[config.mk]
export PLATFORM = sky130hd
export DESIGN_NAME = alu_sequencer
export DESIGN_NICKNAME = d
export VERILOG_FILES = /design/src/rtl/alu_seq_pkg.sv /design/src/rtl/alu_seq_regfile.sv /design/src/rtl/alu_sequencer.sv
export SDC_FILE = /design/constraint.sdc
export NUM_CORES = 1
export LEC_CHECK = 0
export CAP_MARGIN = 20
export CORE_UTILIZATION = 60
export CTS_CLUSTER_DIAMETER = 100
export CTS_CLUSTER_SIZE = 25
export DETAILED_ROUTE_END_ITERATION = 7
export HOLD_SLACK_MARGIN = 0.06
export PLACE_DENSITY = 0.82
export SKIP_CTS_REPAIR_TIMING = 1
export SKIP_LAST_GASP = 1
export SYNTH_ARGS = -nofsm -noshare
export SYNTH_HDL_FRONTEND = slang
export SYNTH_HIERARCHICAL = 1
export SYNTH_SLANG_ARGS = --single-unit
export TNS_END_PERCENT = 30
[constraint.sdc]
create_clock -name clk -period 2.8 [get_ports clk]
set_clock_uncertainty 0.1 [all_clocks]
set_input_delay 0.56 -clock clk [delete_from_list [all_inputs] [get_ports clk]]
set_output_delay 0.56 -clock clk [all_outputs]
set_load 0.02 [all_outputs]
[src/rtl/alu_seq_pkg.sv]
// Shared constants for the ALU sequencer: sizing, opcode encoding and FSM states.
package alu_seq_pkg;

   localparam int DATA_W  = 16;
   localparam int REG_CNT = 8;
   localparam int ADDR_W  = $clog2(REG_CNT);

   localparam logic [3:0] OP_ADD  = 4'd0;
   localparam logic [3:0] OP_SUB  = 4'd1;
   localparam logic [3:0] OP_SLL  = 4'd2;
   localparam logic [3:0] OP_SRL  = 4'd3;
   localparam logic [3:0] OP_SRA  = 4'd4;
   localparam logic [3:0] OP_ROL  = 4'd5;
   localparam logic [3:0] OP_ROR  = 4'd6;
   localparam logic [3:0] OP_AND  = 4'd7;
   localparam logic [3:0] OP_OR   = 4'd8;
   localparam logic [3:0] OP_NAND = 4'd9;
   localparam logic [3:0] OP_NOR  = 4'd10;
   localparam logic [3:0] OP_XOR  = 4'd11;

   typedef enum logic [1:0] {
      S_IDLE = 2'd0,
      S_EXEC = 2'd1,
      S_WB   = 2'd2
   } state_e;

   // Codes above XOR have no ALU meaning and are retired with err.
   function automatic logic op_legal(input logic [3:0] op);
      return op <= OP_XOR;
   endfunction

endpackage

[src/rtl/alu_seq_regfile.sv]
// 8x16 register file: two operand read ports, a debug read port, one write port.
// Entry 0 is never written and always reads back as zero.
module alu_seq_regfile
   import alu_seq_pkg::*;
#(
   parameter int DW = alu_seq_pkg::DATA_W,
   parameter int RC = alu_seq_pkg::REG_CNT,
   parameter int AW = $clog2(RC)
) (
   input  logic          clk,
   input  logic          rst,
   input  logic          we,
   input  logic [AW-1:0] waddr,
   input  logic [DW-1:0] wdata,
   input  logic [AW-1:0] raddr_a,
   output logic [DW-1:0] rdata_a,
   input  logic [AW-1:0] raddr_b,
   output logic [DW-1:0] rdata_b,
   input  logic [AW-1:0] raddr_dbg,
   output logic [DW-1:0] rdata_dbg
);

   logic [DW-1:0] mem_q [RC];
   logic [DW-1:0] mem_d [RC];

   always_comb begin
      mem_d = mem_q;
      if (we && (waddr != '0)) begin
         mem_d[waddr] = wdata;
      end
   end

   always_ff @(posedge clk) begin
      if (rst) begin
         mem_q <= '{default: '0};
      end else begin
         mem_q <= mem_d;
      end
   end

   assign rdata_a   = (raddr_a   == '0) ? '0 : mem_q[raddr_a];
   assign rdata_b   = (raddr_b   == '0) ? '0 : mem_q[raddr_b];
   assign rdata_dbg = (raddr_dbg == '0) ? '0 : mem_q[raddr_dbg];

endmodule

[src/rtl/alu_sequencer.sv]
// Three-phase instruction sequencer feeding an external ALU and writing back to a local register file.
//
//   state  | meaning
//   IDLE   | ready for an instruction; operands latched on accept
//   EXEC   | ALU driven with latched operands; result and cc captured on exit
//   WB     | done pulse; result to R[rd] and cc to flags on exit (skipped on err)
module alu_sequencer
   import alu_seq_pkg::*;
#(
   parameter int DATA_W  = alu_seq_pkg::DATA_W,
   parameter int REG_CNT = alu_seq_pkg::REG_CNT
) (
   input  logic                       clk,
   input  logic                       rst,
   input  logic                       instr_valid,
   output logic                       instr_ready,
   input  logic [3:0]                 instr_op,
   input  logic [$clog2(REG_CNT)-1:0] instr_rd,
   input  logic [$clog2(REG_CNT)-1:0] instr_ra,
   input  logic [$clog2(REG_CNT)-1:0] instr_rb,
   input  logic                       instr_imm_en,
   input  logic [DATA_W-1:0]          instr_imm,
   output logic [DATA_W-1:0]          alu_valA,
   output logic [DATA_W-1:0]          alu_valB,
   output logic [3:0]                 alu_aluop,
   output logic                       alu_sub,
   output logic                       alu_shift_dir,
   output logic                       alu_rot_dir,
   input  logic [DATA_W-1:0]          alu_result,
   input  logic [3:0]                 alu_cc,
   output logic                       done,
   output logic                       err,
   output logic [3:0]                 flags,
   input  logic [$clog2(REG_CNT)-1:0] dbg_addr,
   output logic [DATA_W-1:0]          dbg_data
);

   localparam int AW = $clog2(REG_CNT);

   state_e              state_q, state_d;
   logic [AW-1:0]       rd_q, rd_d;
   logic                err_q, err_d;
   logic                done_q, done_d;
   logic [DATA_W-1:0]   res_q, res_d;
   logic [3:0]          cc_q, cc_d;
   logic [3:0]          flags_q, flags_d;
   logic [DATA_W-1:0]   alu_vala_q, alu_vala_d;
   logic [DATA_W-1:0]   alu_valb_q, alu_valb_d;
   logic [3:0]          alu_aluop_q, alu_aluop_d;
   logic                alu_sub_q, alu_sub_d;
   logic                alu_shift_dir_q, alu_shift_dir_d;
   logic                alu_rot_dir_q, alu_rot_dir_d;

   logic                wb_we;
   logic [DATA_W-1:0]   rdata_a, rdata_b;

   alu_seq_regfile #(
      .DW (DATA_W),
      .RC (REG_CNT),
      .AW (AW)
   ) u_regfile (
      .clk       (clk),
      .rst       (rst),
      .we        (wb_we),
      .waddr     (rd_q),
      .wdata     (res_q),
      .raddr_a   (instr_ra),
      .rdata_a   (rdata_a),
      .raddr_b   (instr_rb),
      .rdata_b   (rdata_b),
      .raddr_dbg (dbg_addr),
      .rdata_dbg (dbg_data)
   );

   // ALU drive registers default to zero so they clear on every EXEC exit.
   always_comb begin
      state_d         = state_q;
      rd_d            = rd_q;
      err_d           = err_q;
      res_d           = res_q;
      cc_d            = cc_q;
      flags_d         = flags_q;
      done_d          = 1'b0;
      alu_vala_d      = '0;
      alu_valb_d      = '0;
      alu_aluop_d     = '0;
      alu_sub_d       = 1'b0;
      alu_shift_dir_d = 1'b0;
      alu_rot_dir_d   = 1'b0;
      wb_we           = 1'b0;

      case (state_q)
         S_IDLE: begin
            if (instr_valid) begin
               rd_d = instr_rd;
               if (op_legal(instr_op)) begin
                  state_d         = S_EXEC;
                  err_d           = 1'b0;
                  alu_vala_d      = rdata_a;
                  alu_valb_d      = instr_imm_en ? instr_imm : rdata_b;
                  alu_aluop_d     = instr_op;
                  alu_sub_d       = (instr_op == OP_SUB);
                  alu_shift_dir_d = (instr_op == OP_SRL) || (instr_op == OP_SRA);
                  alu_rot_dir_d   = (instr_op == OP_ROR);
               end else begin
                  state_d = S_WB;
                  err_d   = 1'b1;
                  done_d  = 1'b1;
               end
            end
         end
         S_EXEC: begin
            res_d   = alu_result;
            cc_d    = alu_cc;
            state_d = S_WB;
            done_d  = 1'b1;
         end
         S_WB: begin
            state_d = S_IDLE;
            if (!err_q) begin
               flags_d = cc_q;
               wb_we   = 1'b1;
            end
         end
         default: state_d = S_IDLE;
      endcase
   end

   always_ff @(posedge clk) begin
      if (rst) begin
         state_q         <= S_IDLE;
         rd_q            <= '0;
         err_q           <= 1'b0;
         done_q          <= 1'b0;
         res_q           <= '0;
         cc_q            <= '0;
         flags_q         <= '0;
         alu_vala_q      <= '0;
         alu_valb_q      <= '0;
         alu_aluop_q     <= '0;
         alu_sub_q       <= 1'b0;
         alu_shift_dir_q <= 1'b0;
         alu_rot_dir_q   <= 1'b0;
      end else begin
         state_q         <= state_d;
         rd_q            <= rd_d;
         err_q           <= err_d;
         done_q          <= done_d;
         res_q           <= res_d;
         cc_q            <= cc_d;
         flags_q         <= flags_d;
         alu_vala_q      <= alu_vala_d;
         alu_valb_q      <= alu_valb_d;
         alu_aluop_q     <= alu_aluop_d;
         alu_sub_q       <= alu_sub_d;
         alu_shift_dir_q <= alu_shift_dir_d;
         alu_rot_dir_q   <= alu_rot_dir_d;
      end
   end

   // A reset landing in WB suppresses the pulse that is already on the wire.
   assign instr_ready   = (state_q == S_IDLE) && !rst;
   assign done          = done_q && !rst;
   assign err           = err_q && done;
   assign flags         = flags_q;
   assign alu_valA      = alu_vala_q;
   assign alu_valB      = alu_valb_q;
   assign alu_aluop     = alu_aluop_q;
   assign alu_sub       = alu_sub_q;
   assign alu_shift_dir = alu_shift_dir_q;
   assign alu_rot_dir   = alu_rot_dir_q;

endmodule

==> impl_results.md, run 1 <==
- Status: finished with violations
- Failing checks: setup timing
- Pre-CTS setup slack: -0.417 ns
- Slew Limit Headroom: a little over two fifths
- Rows: 45
- Syn Nets: 1085
- Int Power: 4.24 mW
- Most used DFF post-synth: dfxtp_1
- Commonest non-fill, non-tap cells in the layout: 265 x nand2_1, 182 x dfxtp_1, 119 x mux2i_1, 107 x clkdlybuf4s50_1, 88 x a221oi_1
- Final Max Tran Viols: 0
- Crit path DAT: roughly 2.5 ns
- Mapped Cells: 1029
- Initial core utilization: 62.1%
- Pleak: 4.06 nW
- Gr usage total: roughly 33%
- Antenna viol nets, final: 0
- Routed vias: 8202
- Die Height: 128 µm
- RSZ-0062 raised after global routing: true
- P_sw: 1.37 mW
- Crit Path Max Fanout: 5
- Mean Syn Cell Area: 9.24 µm²
- I/O pins: about 120
- Pin count of the biggest net entering global routing: 127
- Clock Latency Late Sink: 0.42 ns
- Core Box Area: 15300 µm²
- Fin area: 11200 µm²
- Share of layout cells above drive strength 1: between 15 and 20%
- Async SR Flop Fraction: 0%
- FF+latch count, synth: 182
- Die area: roughly 16000 µm²
- Final WS setup: -0.317 ns
- CTS Buf Count: 17
- Sequential cell area fraction in the yosys report: 38.3%
- Min-Delay Path Depth: 2
- Register-to-register setup slack: roughly 0.56 ns
- Sw Share: 24.5%
- Initial antenna violation count: 0
- Count of final setup violators: 11
- Fin crit share: 111%
- Total wire length: between 20 and 30 mm
- Max stage delay cell, worst path: clkdlybuf4s50_1
- Setup Crit Path Kind: in -> out
- Multi-input gate area: 5100 µm²
- HPWL after DPL: 17.7 mm
- TritonCTS Sinks: 182
- Tightest Pin Transition: 0.868 ns
- CP max stage delay: around 0.67 ns
- Number of global-route vias before repair: 7596
- Fin nets: 1169
- Most used routing layer: met2
- Sequential power share: 47.7%
- Met3 Track Usage GR: about 9.0%
- Worst R2R Path Depth: 4
- Met1 usage: 45.6%
- Root Driver: clkbuf_16
- Clk pwr share: slightly above 40%
- Vias per Instance: 6.14
- Max-cap violation count: 0
- Maximum vdd drop: 0.409 mV
- Crit path cell chain: clkdlybuf4s50_1 -> buf_4 -> nor2b_1 -> buf_4 -> a221oi_1 -> clkdlybuf4s50_1
- Crit path time final: 3.12 ns
- Reg clk slew, reported paths: approximately 0.060 ns
- Post-synth EDFFs: 0
- Gpl congestion: 0.966
- Type of the worst min-delay path: reg -> reg
- Maximum buffer depth of the clock tree: 2
- Storage cell area: 3640 µm²
- ANT cells: 0
- CP Capture Type: output pin
- CP Launch Type: input port
- H-tree levels: 4
- TritonCTS clock tree: done
- Yosys warns: 6
- Count of different cell masters after synthesis: 38
- DRC viols: 0
- Grt ovf: 0
- Critical Path RT: 2.14 ns
- Fmax: 321 MHz
- Fill count: ~1200
- Pwr/cell area: 502 nW/µm²
- Die X: 128 µm
- Area growth from synthesis to layout: 17.4%
- IO Port Bufs: 117
- Most common cell after layout, fill and taps aside: nand2_1
- DR pass1 iterations: 5
- Iter 0 DRT Violations: just over 900
- Fin util: 72.9%
- Final Hold Fails: 0
- PnR Total Power: 5.61 mW
- First-pass GRT wire length: ~42 mm
- Placement Cell Area: between 10000 and 15000 µm²
- Drt wl/cell: 20.0 µm
- Netlist Area Pre-Place: 9510 µm²
- GRT met2 Usage: 49.9%
- Combinational share of power: 11.5%
power by group through the flow:
stage | Clock [mW] | Combinational, mW | Sequential, mW
floorplan | 0 | 0.394 | 2.73
global placement | 0 | 0.631 | 2.73
detailed placement | 0 | 0.637 | 2.73
CTS | 2.31 | 0.639 | 2.67
global route | 2.41 | 0.682 | 2.68
finish | 2.29 | 0.648 | 2.67
cells in the mapped netlist, drive strengths merged (2+ instances only):
master / n / area share, %
a21oi: 134 / 9.4
a221oi: 96 / 9.1
and2: 24 / 1.6
and4b: 3 / 0.32
and4bb: 3 / 0.39
buf: 73 / 7.2
clkbuf: 26 / 1.1
dfxtp: 182 / 38
mux2: 48 / 5.7
mux2i: 119 / 13
nand2: 265 / 10
nand2b: 2 / 0.13
nand3: 2 / 0.24
nand3b: 3 / 0.24
nand4b: 3 / 0.47
nand4bb: 3 / 0.36
nor2: 24 / 0.95
nor2b: 7 / 0.46
nor3: 3 / 0.28
nor3b: 2 / 0.33
metal layers:
metal  vias up  share of wire (%)
met3        64                 11
li1       3826                  -
met5         -                  0
met2       431                 43
met1      3881                 44
met4         0                2.7
area by class of cell:
| cell class | instances | share of cell area, % |
|---|---|---|
| clock buffer | 24 | 4.40 |
| clock inverter | 6 | 0.616 |
| inverter | 1 | 0.0336 |
| multi-input combinational | 747 | 45.7 |
| sequential | 182 | 32.6 |
| tap | 211 | 2.36 |
| timing repair buffer | 164 | 14.3 |
registers in the layout, summed over array words and instances (netlist names), 3 cells and up:
register,flops
u_regfile/mem_q,112
alu_valA,16
alu_valB,16
res_q,16
alu_aluop,4
cc_q,4
flags,4
rd_q,3
worst max-delay path, delay by kind of cell:
family	cells	cell delay [ns]
simple gates	1	0.07
compound gates	1	0.31
buf+inv	4	1.52
through the flow:
step | instances | TNS, ns | hold slack (ns)
final | 1335 | -3.00 | 0.355
after global routing | 1335 | -3.50 | 0.366
after CTS | 1335 | -5.41 | 0.356
after detailed placement | 1305 | -5.35 | 0.347
after global placement | 1305 | -5.16 | 0.341
after floorplan | 1029 | 0 | 0.336
final timing paths:
check,startpoint,end
worst min register to register,cc_q[1],cc_q[1]
worst min-delay path,cc_q[1],cc_q[1]
worst max register to register,state_q[1],u_regfile/mem_q[95]
worst max-delay path,dbg_addr[1],dbg_data[15]
kinds of logic (layout without fill, tap and decap cells):
family / after synthesis / count (layout) / share of synthesized area [%]
muxes: 167 / 167 / 18.2
and+or+nand+nor: 349 / 349 / 16.6
buffers and inverters: 100 / 195 / 8.30
DFF: 182 / 182 / 38.3
AOI/OAI and AO/OA: 231 / 231 / 18.6
Note: power is estimated with default switching activity, not from simulation.
==> inputs of run 2 (changes only) <==
- CORE_UTILIZATION: 60 -> 55
- GPL_ROUTABILITY_DRIVEN: not set -> 0
- PLACE_DENSITY: 0.82 -> 0.76
==> run 2 against run 1 <==
- the run still ends with setup timing left
- sequential share of layout area down 0.25 points
- clock power about the same
- die area up 8.9%
- core utilization down 5.8 points
- largest cell class unchanged
==> impl_results.md, run 2 (synthesis results as in run 1) <==
- Status: finished with violations
- Failing checks: setup timing
- Commonest non-fill, non-tap cells in the layout: 265 x nand2_1, 182 x dfxtp_1, 119 x mux2i_1, 99 x clkdlybuf4s50_1, 91 x a221oi_1
- Hold EP: cc_q[2]
- Setup Crit Path Kind: in -> out
- Root Driver: clkbuf_16
- P_sw: 1.42 mW (+3.1%)
- Min-Delay Path Depth: 2 (unchanged)
- Most common cell after layout, fill and taps aside: nand2_1
- HPWL after DPL: 18.2 mm (+3.0%)
- Fin nets: 1180 (+0.94%)
- First-pass GRT wire length: 42.6 mm (+1.9%)
- Drt wl/cell: 19.9 µm (-0.58%)
- Clock Latency Late Sink: 0.43 ns (about the same)
- CP Capture Type: output pin
- Type of the worst min-delay path: reg -> reg
- Uppermost routed layer: met4
- Final WS setup: -0.237 ns (+0.0800 ns)
- Clk pwr share: 40.9% (about the same)
- CP Launch Type: input port
- Reg with most FFs: u_regfile/mem_q
- Crit Path Max Fanout: 14 (+9)
- Area growth from synthesis to layout: 18.3%
- Max-cap violation count: 0 (unchanged)
- DRT met1 WL: 11.9 mm (+2.1%)
- Final Hold Fails: 0 (unchanged)
- Vias per Instance: 6.07 (-1.2%)
- CTS Buf Count: 17 (unchanged)
- Initial core utilization: 56.8% (-5.4 points)
- RSZ-0062 raised after global routing: true
- IO Port Bufs: 117 (unchanged)
- Crit path cell chain: clkdlybuf4s50_1 -> and2_1 -> buf_12 -> a221oi_1 -> clkdlybuf4s50_1
- Register-to-register setup slack: 0.54 ns (-0.02 ns)
- Share of layout cells above drive strength 1: 18.9% (+0.69 points)
- Tightest Pin Transition: 1.13 ns (+0.260 ns)
- Fmax: 329 MHz (+2.6%)
- Max reg flops: 112 (unchanged)
- Final TNS setup: -0.566 ns (+2.43 ns)
- CP max stage delay: 0.67 ns (about the same)
- Int Power: 4.22 mW (-0.34%)
- Core Box Area: 16800 µm² (+9.4%)
- Iter 0 DRT Violations: 849 (-8.3%)
- PnR Total Power: 5.64 mW (+0.49%)
- Count of final setup violators: 3 (-8)
- Max stage delay cell, worst path: clkdlybuf4s50_1
- Crit path time final: 3.04 ns (-0.0800 ns)
- Pin count of the biggest net entering global routing: 90 (-29%)
- Maximum vdd drop: 0.463 mV (+13%)
- Fin crit share: 108% (-2.9 points)
- Combinational share of power: 11.6% (about the same)
- Cell mode on critical path: clkdlybuf4s50_1
- Rows: 47 (+4.4%)
- Die Height: 134 µm (+4.4%)
- Grt ovf: 0 (unchanged)
- R2r endpoint: u_regfile/mem_q[99]
- Maximum buffer depth of the clock tree: 2 (unchanged)
- Number of global-route vias before repair: 7690 (+1.2%)
- I/O pins: 118 (unchanged)
- Worst R2R Path Depth: 4 (unchanged)
- DRC viols: 0 (unchanged)
- Sw Share: 25.1% (+0.62 points)
- Sequential power share: 47.4% (-0.3 points)
- Die area: 17800 µm² (+8.9%)
- H-tree levels: 4 (unchanged)
- Met2 wire len: 11.6 mm (+1.1%)
- TritonCTS clock tree: done
- TritonCTS Sinks: 182 (unchanged)
- Critical Path RT: 2.14 ns (about the same)
- Reg-to-Reg Start: state_q[1]
- Gr usage total: 30.9% (-2.5 points)
- Hold WS: 0.360 ns (+0.00481 ns)
- Crit path DAT: 2.38 ns (-0.08 ns)
- Pleak: 4.22 nW (+4.1%)
- Pwr/cell area: 501 nW/µm² (-0.28%)
- Min-delay src: cc_q[2]
- DR pass1 iterations: 5 (unchanged)
- Routed wl met3: 2.80 mm (-3.3%)
- Final Max Tran Viols: 0 (unchanged)
- Total wire length: 27.0 mm (+1.1%)
- Slew Limit Headroom: 24.8% (-17 points)
- Routed vias: 8238 (+0.44%)
- Antenna viol nets, final: 0 (unchanged)
- Fin util: 67.2% (-5.8 points)
- Initial antenna violation count: 1 (+1)
- Die X: 134 µm (+4.4%)
- Reg clk slew, reported paths: 0.07 ns (about the same)
[run 2: changes by cell type in the layout (fill, tap and decap cells not counted), moves of 2 or more]
cell	change
clkdlybuf4s50_1	-8
a221oi_1	+3
buf_4	+13
inv_6	+2
clkbuf_1	-2
dlymetal6s2s_1	+9
clkinv_2	+2
buf_12	-2
a221oi_2	-3
[run 2: final cells by class]
type                       count  area, µm²
antenna                        1       2.50
clock buffer                  21        470
clock inverter                10       96.3
fill                        1391       5500
inverter                       1       3.75
multi-input combinational    747       5090
sequential                   182       3640
tap                          220        275
timing repair buffer         175       1680
[run 2: worst max path at each step]
| stage | end | slack, ns | startpoint |
|---|---|---|---|
| after floorplan | dbg_data[10] | 0.40 | dbg_addr[2] |
| after global placement | dbg_data[10] | -0.40 | dbg_addr[1] |
| after detailed placement | dbg_data[14] | -0.45 | dbg_addr[1] |
| after CTS | dbg_data[14] | -0.44 | dbg_addr[1] |
| after global routing | dbg_data[0] | -0.26 | dbg_addr[0] |
| final | dbg_data[1] | -0.24 | dbg_addr[2] |
[run 2: critical path, delay by kind of cell]
family                 cells  cell delay [ns]
AO/OA/AOI/OAI              1             0.34
AND/OR/NAND/NOR            1             0.20
buffers and inverters      3             1.28
[run 2: stage by stage]
step / setup slack, ns / std cells / area, µm²
6_report: -0.237 / 1357 / 11300
5_1_grt: -0.258 / 1356 / 11300
4_1_cts: -0.443 / 1356 / 11200
3_5_place_dp: -0.445 / 1325 / 10700
3_3_place_gp: -0.400 / 1325 / 10700
2_1_floorplan: 0.404 / 1029 / 9510
[run 2: power groups by stage]
| stage | Combinational, mW | Clock, mW | Sequential (mW) |
|---|---|---|---|
| floorplan | 0.394 | 0 | 2.73 |
| global placement | 0.640 | 0 | 2.73 |
| detailed placement | 0.649 | 0 | 2.73 |
| CTS | 0.651 | 2.33 | 2.67 |
| global route | 0.691 | 2.45 | 2.68 |
| finish | 0.657 | 2.31 | 2.68 |
[run 2: per-layer routing]
layer | vias to the layer above | global-route usage (%)
met5 | - | 0
li1 | 3852 | -
met4 | 0 | 11.6
met1 | 3839 | 43.1
met3 | 62 | 7.57
met2 | 485 | 45.8
==> inputs of run 3 (changes only) <==
- ABC_CLOCK_PERIOD_IN_PS: not set -> 2800
- CTS_BUF_LIST: not set -> sky130_fd_sc_hd__clkbuf_8
- SKIP_CTS_REPAIR_TIMING: 1 -> not set
==> run 3 against run 2 <==
- the flow now finishes without violations
- critical path type unchanged
- maximum frequency grew 9.5%
- worst setup slack improved by 0.26 ns
- hold slack better by 0.0027 ns
- critical endpoint is now dbg_data[10]
==> impl_results.md, run 3 (synthesis results as in run 1) <==
- CTS Buf Count: 17 (unchanged)
- Clock Latency Late Sink: 0.48 ns (+0.05 ns)
- Commonest non-fill, non-tap cells in the layout: 265 x nand2_1, 182 x dfxtp_1, 119 x mux2i_1, 96 x clkdlybuf4s50_1, 91 x a221oi_1
- Die X: 134 µm (unchanged)
- Routed vias: 8204 (-0.41%)
- Max reg flops: 112 (unchanged)
- Crit path DAT: 2.11 ns (-0.27 ns)
- Worst path bufs/invs: 3 (unchanged)
- Pleak: 4.01 nW (-5.1%)
- H-tree levels: 4 (unchanged)
- Share of layout cells above drive strength 1: 19.0% (+0.088 points)
- Maximum vdd drop: 0.363 mV (-22%)
- DR pass1 iterations: 5 (unchanged)
- Multi-input gate area: 5090 µm² (unchanged)
- Root Driver: clkbuf_8
- Die Height: 134 µm (unchanged)
- Antenna viol nets, final: 0 (unchanged)
- Maximum buffer depth of the clock tree: 2 (unchanged)
- Max stage delay cell, worst path: clkdlybuf4s50_1
- First-pass GRT wire length: 42.3 mm (-0.73%)
- Status: completed
- Pin count of the biggest net entering global routing: 90 (unchanged)
- Final Hold Fails: 0 (unchanged)
- Pwr/cell area: 456 nW/µm² (-8.9%)
- Reg with most FFs: u_regfile/mem_q
- Total wire length: 26.8 mm (-0.86%)
- Fmax: 361 MHz (+9.5%)
- Register-to-register setup slack: 0.52 ns (-0.02 ns)
- Initial antenna violation count: 1 (unchanged)
- TritonCTS Sinks: 182 (unchanged)
- Crit path time final: 2.77 ns (-0.265 ns)
- CP Capture Type: output pin
- Critical Path RT: 2.14 ns (about the same)
- Max-cap violation count: 0 (unchanged)
- Setup bufs post-CTS: 0
- IO Port Bufs: 117 (unchanged)
- Crit Path Max Fanout: 14 (unchanged)
- Count of final setup violators: 0 (-3)
- Crit path cell chain: clkdlybuf4s50_1 -> and2_1 -> buf_12 -> a221oi_1 -> clkdlybuf4s15_1
- Vias per Instance: 6.05 (-0.41%)
- CP max stage delay: 0.45 ns (-0.22 ns)
- Most common cell after layout, fill and taps aside: nand2_1
- Core Box Area: 16800 µm² (unchanged)
- Reg clk slew, reported paths: 0.09 ns (+0.02 ns)
- Storage cell area: 3640 µm² (unchanged)
- Fin util: 65.8% (-1.4 points)
- I/O pins: 118 (unchanged)
- Fin nets: 1180 (unchanged)
- Drt wl/cell: 19.7 µm (-0.86%)
- Fill count: 1425 (+2.4%)
- Area growth from synthesis to layout: 15.9%
- CP Launch Type: input port
- Tightest Pin Transition: 1.14 ns (+0.00895 ns)
- Hold WS: 0.363 ns (+0.00271 ns)
- Setup Crit Path Kind: in -> out
- Final Max Tran Viols: 0 (unchanged)
- Final TNS setup: 0 ns (+0.566 ns)
- TritonCTS clock tree: done
- Initial core utilization: 56.8% (unchanged)
- Gr usage total: 30.6% (-0.27 points)
- Rows: 47 (unchanged)
- Grt ovf: 0 (unchanged)
- PnR Total Power: 5.03 mW (-11%)
- Fin crit share: 99.0% (-9.5 points)
- HPWL after DPL: 18.2 mm (unchanged)
- Min-Delay Path Depth: 2 (unchanged)
- RSZ-0062 raised after global routing: true
- Slew Limit Headroom: 24.2% (-0.60 points)
- Iter 0 DRT Violations: 930 (+9.5%)
- Number of cells on the critical path: 5 (unchanged)
- Cell family contributing the most delay on the critical path: buffers and inverters
- DRC viols: 0 (unchanged)
- Worst R2R Path Depth: 4 (unchanged)
- Type of the worst min-delay path: reg -> reg
- Die area: 17800 µm² (unchanged)
- Number of global-route vias before repair: 7639 (-0.66%)
## run 3: worst min-delay path: cells and delay by family (launching register included)
family	cells	cell delay (ns)
AOI/OAI and AO/OA	1	0.05
DFF	1	0.32
and+or+nand+nor	1	0.05
## run 3: routing by layer
layer	track usage, %	up-vias	part of all wire (%)
li1	-	3854	-
met1	42.9	3799	44
met5	0	-	0
met3	7.69	68	10
met4	11.5	0	3.0
met2	45.1	483	42
## run 3: area by class of cell
| cell class | count | area share [%] |
|---|---|---|
| Multi-Input combinational cell | 747 | 46.1 |
| Sequential cell | 182 | 33.0 |
| Timing Repair Buffer | 175 | 14.9 |
| Clock buffer | 20 | 2.50 |
| Tap cell | 220 | 2.50 |
| Clock inverter | 11 | 0.908 |
| Inverter | 1 | 0.0340 |
| Antenna cell | 1 | 0.0227 |
## run 3: path summary, 6_finish.rpt
kind | from | end
setup reg to reg | state_q[1] | u_regfile/mem_q[99]
setup / recovery | dbg_addr[2] | dbg_data[10]
hold reg to reg | cc_q[2] | cc_q[2]
hold / removal | cc_q[2] | cc_q[2]
## run 3: repair_timing
item,CTS,global route
pin swaps,0,0
gates resized for setup,20,7
endpoints found under the setup margin,16,10
hold buffers,0,0
## run 3: through the flow
stage / area [µm²] / instances / setup WS (ns)
floorplan: 9510 / 1029 / 0.404
global placement: 10700 / 1325 / -0.400
detailed placement: 10700 / 1325 / -0.445
CTS: 11000 / 1356 / -0.0210
global route: 11000 / 1356 / -0.0471
finish: 11000 / 1357 / 0.0274
## run 3: where the power goes
group | total [mW] | internal [mW] | switching, mW
Sequential | 2.67 | 2.62 | 0.0498
Clock | 1.71 | 0.772 | 0.938
Combinational | 0.649 | 0.293 | 0.356
Total | 5.03 | 3.69 | 1.34
